<file path="config.mk">
export PLATFORM = sky130hd
export DESIGN_NAME = tiger_hazard_scoreboard
export DESIGN_NICKNAME = d
export VERILOG_FILES = /design/src/rtl/tiger_hazard_pkg.sv /design/src/rtl/tiger_sb_entry.sv /design/src/rtl/tiger_hazard_scoreboard.sv
export SDC_FILE = /design/constraint.sdc
export NUM_CORES = 1
export LEC_CHECK = 0
export CORE_UTILIZATION = 60
export CTS_CLUSTER_SIZE = 8
export DETAILED_ROUTE_END_ITERATION = 16
export PLACE_DENSITY = 0.92
export SLEW_MARGIN = 20
export SYNTH_ARGS = -nofsm -noshare
export SYNTH_HDL_FRONTEND = slang
export SYNTH_SLANG_ARGS = --single-unit
</file>
<file path="constraint.sdc">
create_clock -name clk -period 7.5 [get_ports clk]
set_clock_uncertainty 0.2 [all_clocks]
set_input_delay 1.125 -clock clk [delete_from_list [all_inputs] [get_ports clk]]
set_output_delay 1.125 -clock clk [all_outputs]
set_load 0.02 [all_outputs]
</file>
<file path="src/rtl/tiger_hazard_pkg.sv">
// Shared defaults, pipeline stage indices and latency type for the hazard scoreboard.
package tiger_hazard_pkg;
    localparam int NUM_STAGES_DEF = 5;
    localparam int NUM_REGS_DEF   = 32;
    localparam int LAT_W_DEF      = 3;
    localparam int CNT_W_DEF      = 16;

    localparam int STG_DE = 0;
    localparam int STG_EX = 1;
    localparam int STG_MA = 2;
    localparam int STG_WB = NUM_STAGES_DEF - 1;

    typedef logic [LAT_W_DEF-1:0] latT;
endpackage

</file>
<file path="src/rtl/tiger_sb_entry.sv">
// One scoreboard pending counter: counts down while the pipe advances, reloads on issue.
module tiger_sb_entry #(
    parameter int LAT_W = 3
) (
    input  logic             clk,
    input  logic             reset,
    input  logic             flush,
    input  logic             advance,
    input  logic             load,
    input  logic [LAT_W-1:0] loadLat,
    output logic             pending
);
    logic [LAT_W-1:0] cntReg;
    logic [LAT_W-1:0] cntNext;
    logic [LAT_W-1:0] decVal;

    // Reload never shortens an in-flight write, so an older slow producer still interlocks.
    always_comb begin
        decVal  = (advance && (cntReg != '0)) ? cntReg - LAT_W'(1) : cntReg;
        cntNext = decVal;
        if (flush) begin
            cntNext = '0;
        end else if (load && (loadLat > decVal)) begin
            cntNext = loadLat;
        end
    end

    always_ff @(posedge clk or posedge reset) begin
        if (reset) begin
            cntReg <= '0;
        end else begin
            cntReg <= cntNext;
        end
    end

    assign pending = (cntReg != '0) && !reset;
endmodule

</file>
<file path="src/rtl/tiger_hazard_scoreboard.sv">
// RAW interlock scoreboard with per-stage stall/bubble generation and a stall-cycle counter.
module tiger_hazard_scoreboard
    import tiger_hazard_pkg::*;
#(
    parameter int NUM_STAGES = NUM_STAGES_DEF,
    parameter int NUM_REGS   = NUM_REGS_DEF,
    parameter int LAT_W      = LAT_W_DEF,
    parameter int CNT_W      = CNT_W_DEF,
    localparam int REG_W     = $clog2(NUM_REGS)
) (
    input  logic                  clk,
    input  logic                  reset,
    input  logic                  issue_valid,
    input  logic [REG_W-1:0]      issue_rs,
    input  logic [REG_W-1:0]      issue_rt,
    input  logic                  issue_use_rs,
    input  logic                  issue_use_rt,
    input  logic                  issue_wr_en,
    input  logic [REG_W-1:0]      issue_wr_reg,
    input  logic [LAT_W-1:0]      issue_lat,
    input  logic [NUM_STAGES-1:0] stage_stall_rq,
    input  logic                  ext_stall,
    input  logic                  flush,
    input  logic                  perf_clr,
    output logic [NUM_STAGES-1:0] stall,
    output logic [NUM_STAGES-1:0] clear,
    output logic                  hazard,
    output logic [CNT_W-1:0]      stall_cycles
);
    logic [NUM_REGS-1:0]   pendVec;
    logic [NUM_STAGES-1:0] needVec;
    logic                  issueFire;
    logic                  advance;
    logic                  rsHit;
    logic                  rtHit;
    logic [CNT_W-1:0]      stallCntReg;

    assign pendVec[0] = 1'b0;

    genvar gi;
    generate
        for (gi = 1; gi < NUM_REGS; gi++) begin : g_entry
            tiger_sb_entry #(.LAT_W(LAT_W)) u_entry (
                .clk     (clk),
                .reset   (reset),
                .flush   (flush),
                .advance (advance),
                .load    (issueFire && (issue_wr_reg == REG_W'(gi))),
                .loadLat (issue_lat),
                .pending (pendVec[gi])
            );
        end
    endgenerate

    assign rsHit  = issue_use_rs && (issue_rs != '0) && pendVec[issue_rs];
    assign rtHit  = issue_use_rt && (issue_rt != '0) && pendVec[issue_rt];
    assign hazard = issue_valid && (rsHit || rtHit);

    always_comb begin
        needVec         = stage_stall_rq;
        needVec[STG_DE] = hazard || stage_stall_rq[STG_DE] || ext_stall;
    end

    // A stage holds if it or anything downstream of it needs to hold.
    generate
        for (gi = 0; gi < NUM_STAGES; gi++) begin : g_stall
            assign stall[gi] = |needVec[NUM_STAGES-1:gi];
            if (gi == 0) begin : g_clr0
                assign clear[gi] = flush && !stall[gi];
            end else begin : g_clrn
                assign clear[gi] = needVec[gi-1] && !stall[gi];
            end
        end
    endgenerate

    assign issueFire = issue_valid && issue_wr_en && (issue_wr_reg != '0)
                       && !stall[STG_DE] && !flush;
    assign advance   = !stall[STG_EX];

    always_ff @(posedge clk or posedge reset) begin
        if (reset) begin
            stallCntReg <= '0;
        end else if (perf_clr) begin
            stallCntReg <= '0;
        end else if (stall[STG_DE] && (stallCntReg != '1)) begin
            stallCntReg <= stallCntReg + CNT_W'(1);
        end
    end

    assign stall_cycles = stallCntReg;
endmodule

</file>
==> impl_metrics.csv <==
group,metric,value,unit
sta,final.period_utilization,81.40,%
sta,number_of_max_slew_violations_in_the_final_report,0,
critical_path,startpoint_type,"primary input",
clock_network,clkSlewWorstSetupHoldPaths,80,ps
clock_network,max-clock-path-buffers,2,
floorplan,design.core.area,0.01606,mm2
logic_synthesis,synth_sequential_area_ratio,27.43,%
global_routing,gr-usage-all-layers,31.77,%
sta,achievable-frequency,0.1638,GHz
detailed_routing,wl,26.37,mm
clock_network,clk_latency,370,ps
clock_network,post_cts_buffers,0,
pwr,power.net_switching,0.0003653,W
cells_and_area,fillers,1113,
detailed_routing,antenna_violating_nets_post_route,0,
placed_design,numPlacedInstances,1360,
logic_synthesis,synth-simple-area-share,19.10,%
logic_synthesis,synth_top_family_by_area,"adder cells",
logic_synthesis,synth-async-reset-ratio,100.0,%
logic_synthesis,netlist_instances,1114,
logic_synthesis,yosys-top-cells-count,"ha_1, nor2_1, dfrtp_1",
cells_and_area,layout-area-overhead-vs-synth,10.56,%
sta,post_route_worst_setup_slack,1395,ps
global_routing,first_global_vias,8623,
cells_and_area,net_total_in_the_final_layout,1343,
floorplan,die_outline_area,0.01709,mm2
logic_synthesis,synth_compound_gate_area_share,12.92,%
critical_path,path_max_fanout,10,
logic_synthesis,synthMostInstantiatedCell,"ha_1",
logic_synthesis,synth.top_cell.area_share,27.43,%
floorplan,floorplan.initialDensity,61.92,%
placed_design,place.port_buffers,58,
hold_path,whs_path_depth,2,
critical_path,critical_path_class,"primary input to primary output",
placed_design,finalWeightedCongestion,0.9570,
clock_network,cts.sinks,109,
logic_synthesis,post_synth_main_area_contributors,"dfrtp_1, ha_1, nor2_1",
sta,final-setup-viol-count,0,
floorplan,top_level_port_count,59,
logic_synthesis,synth_mux_area_share,12.24,%
sta,finalSetupTns,0,ps
logic_synthesis,adder_cell_share_of_the_synthesized_area,19.63,%
floorplan,placementRows,46,
clock_network,numCtsBuffers,9,
global_routing,antenna_found_initial,0,
floorplan,chipWidth,130.7,um
sta,rsz0062_at_grt,"no",
floorplan,die_h,130.7,um
pwr,netSwitchingFraction,29.24,%
logic_synthesis,netlist_area,0.009943,mm2
critical_path,worstPathRequired,6170,ps
global_routing,grt_pass1_wl,41.78,mm
cells_and_area,final_layout_size_suffix_gt1_share,7.241,%
clock_network,post_cts_sizing,0,
global_routing,largest_net_degree_at_the_start_of_global_routing,68,
cells_and_area,finish.cell_count_without_fillers,1376,
pwr,clockPowerShare,39.0,%
pwr,combinationalPowerShare,13.7,%
critical_path,rr_worst_depth,11,
pwr,seq_power_share,47.3,%
logic_synthesis,synth-xor-area-share,3.435,%
detailed_routing,post_drt_wl_per_cell,19.17,um
logic_synthesis,netlist-cell-type-count,62,
run,drv_cap,0,
critical_path,reg2reg_from,"g_entry[20].u_entry.cntReg[0]",
critical_path,critical_path_at,4780,ps
critical_path,critical_path.endpoint_type,"primary output",
sta,finalWorstPathRequiredPeriod,6105,ps
logic_synthesis,synthFlopType,"dfrtp_1",
pwr,power_leakage,4.789,nW
logic_synthesis,synth-seq-cells,109,
clock_network,clock_tree.htree_level_count,3,
detailed_routing,route.detailed.drc,0,
sta,worstMarginPinSlew,1129,ps
status,run_status,"finished clean",
pwr,irDropWorstVdd,111.7,uV
hold_path,min-delay-path-class,"register to register",
sta,relSlewSlack,24.61,%
logic_synthesis,synth_edf_count,0,
critical_path,setup.reg_to_reg.worst_slack,3270,ps
detailed_routing,dr.first_iter.drc_count,744,
critical_path,critPathCapture,"clear[0]",
hold_path,worst_hold_startpoint,"stall_cycles[15]",
logic_synthesis,number_of_warning_messages_in_the_yosys_log,0,
clock_network,holdBufCountCts,0,
sta,finalHoldViolations,0,
critical_path,timing.critical_path.from,"issue_rt[0]",
cells_and_area,multiInputGateArea,0.006698,mm2
cells_and_area,layout.area.seq,0.002728,mm2
placed_design,post-dp-hpwl,18.35,mm
logic_synthesis,syn_avg_cell_area,8.926,um2
pwr,power_per_cell_area,113.7,mW/mm2
logic_synthesis,synthDominantAreaCellType,"dfrtp_1",
critical_path,timing.rr.end,"g_entry[5].u_entry.cntReg[2]",
clock_network,tritoncts,"yes",
detailed_routing,routed-via-count,8787,
clock_network,clock_tree.root_cell,"clkbuf_16",
detailed_routing,vias_per_cell,6.386,
logic_synthesis,postSynthNetCount,1302,
cells_and_area,num_antenna_cells,0,
detailed_routing,firstDrtPassIters,6,
global_routing,global_route.overflow_total,0,
pwr,p_int,0.0008842,W
placed_design,post-place-ws,1440,ps
## power by group through the flow
stage | clock [W] | combinational, W | sequential, W
floorplan | 0 | 0.0000962 | 0.000604
global placement | 0 | 0.000159 | 0.000602
detailed placement | 0 | 0.000168 | 0.000603
CTS | 0.000492 | 0.000169 | 0.000591
global route | 0.000512 | 0.000187 | 0.000591
finish | 0.000487 | 0.000172 | 0.000591
## sequential cells by signal (all words and copies together), names as in the netlist
signal	count
stall_cycles	16
g_entry.u_entry.cntReg	93
## kinds of logic after synthesis
family                     count (synthesis)
and+or+nand+nor                          378
AOI/OAI and AO/OA                        201
adders and majority gates                156
buffers and inverters                    133
DFF                                      109
muxes                                     98
xor gates and xnor gates                  39
## area by class of cell
class	instances	share of cell area (%)
well taps	216	2.458
clock buffers	9	2.049
clock inverters	7	0.6260
inverters	94	3.232
flip-flops and latches	109	24.81
multi-input cells	872	60.93
repair buffers	69	5.896
## cell usage in the layout (no fill, tap or decap), drive strengths merged, types with 2 or more instances in the layout
| master | count |
|---|---|
| ha | 156 |
| nor2 | 118 |
| dfrtp | 109 |
| inv | 97 |
| nand2 | 92 |
| a21oi | 66 |
| clkdlybuf4s50 | 55 |
| mux2 | 49 |
| nor2b | 47 |
| o21ai | 39 |
| mux2i | 35 |
| xnor2 | 33 |
| nor3 | 30 |
| a21o | 20 |
| a31oi | 20 |
| nand4 | 19 |
| nand3 | 17 |
| mux4 | 14 |
| o21a | 14 |
| buf | 14 |
| or3 | 12 |
| a211oi | 11 |
| nand2b | 10 |
| clkbuf | 9 |
| a311oi | 8 |
| and2 | 7 |
| or4 | 7 |
| xor2 | 6 |
| a311o | 5 |
| o31ai | 5 |
| nor4b | 4 |
| or2 | 3 |
| nor4 | 2 |
| nor3b | 2 |
| nand4b | 2 |
| and4 | 2 |
| o41ai | 2 |
| a41o | 2 |
| clkinvlp | 2 |
| clkinv | 2 |
## critical path, stage by stage
cell and delay, ps:
clkdlybuf4s50_1 790, mux4_2 560, nor4bb_1 160, or4_4 550, a211oi_4 570, and2_1 260
inv_1 70, nor2_1 80, clkdlybuf4s50_1 600
## metal layers
metal | global-route usage (%) | part of all wire (%) | vias up
li1 | - | - | 4015
met1 | 37.56 | 39 | 4217
met2 | 52.47 | 47 | 425
met3 | 7.207 | 9.0 | 130
met4 | 19.81 | 5.3 | 0
met5 | 0 | 0 | -
## worst min-delay path by stage
stage                               endpoint  slack (ps)
5_1_grt                     stall_cycles[15]         410
4_1_cts                     stall_cycles[15]         370
3_3_place_gp                 stall_cycles[9]         350
3_5_place_dp                stall_cycles[15]         360
6_report                    stall_cycles[15]         370
2_1_floorplan  g_entry[24].u_entry.cntReg[2]         380
## stage by stage
step / area, um2 / hold slack (ps) / util, % / power, W
3_3_place_gp: 10700 / 349.3 / 66.63 / 0.0007611
4_1_cts: 10990 / 371.2 / 68.46 / 0.001252
3_5_place_dp: 10700 / 363.2 / 66.63 / 0.0007701
6_report: 10990 / 374.5 / 68.46 / 0.001249
5_1_grt: 10990 / 413.1 / 68.46 / 0.001290
2_1_floorplan: 9943 / 379.8 / - / 0.0007001
Note: power is estimated with default switching activity, not from simulation.
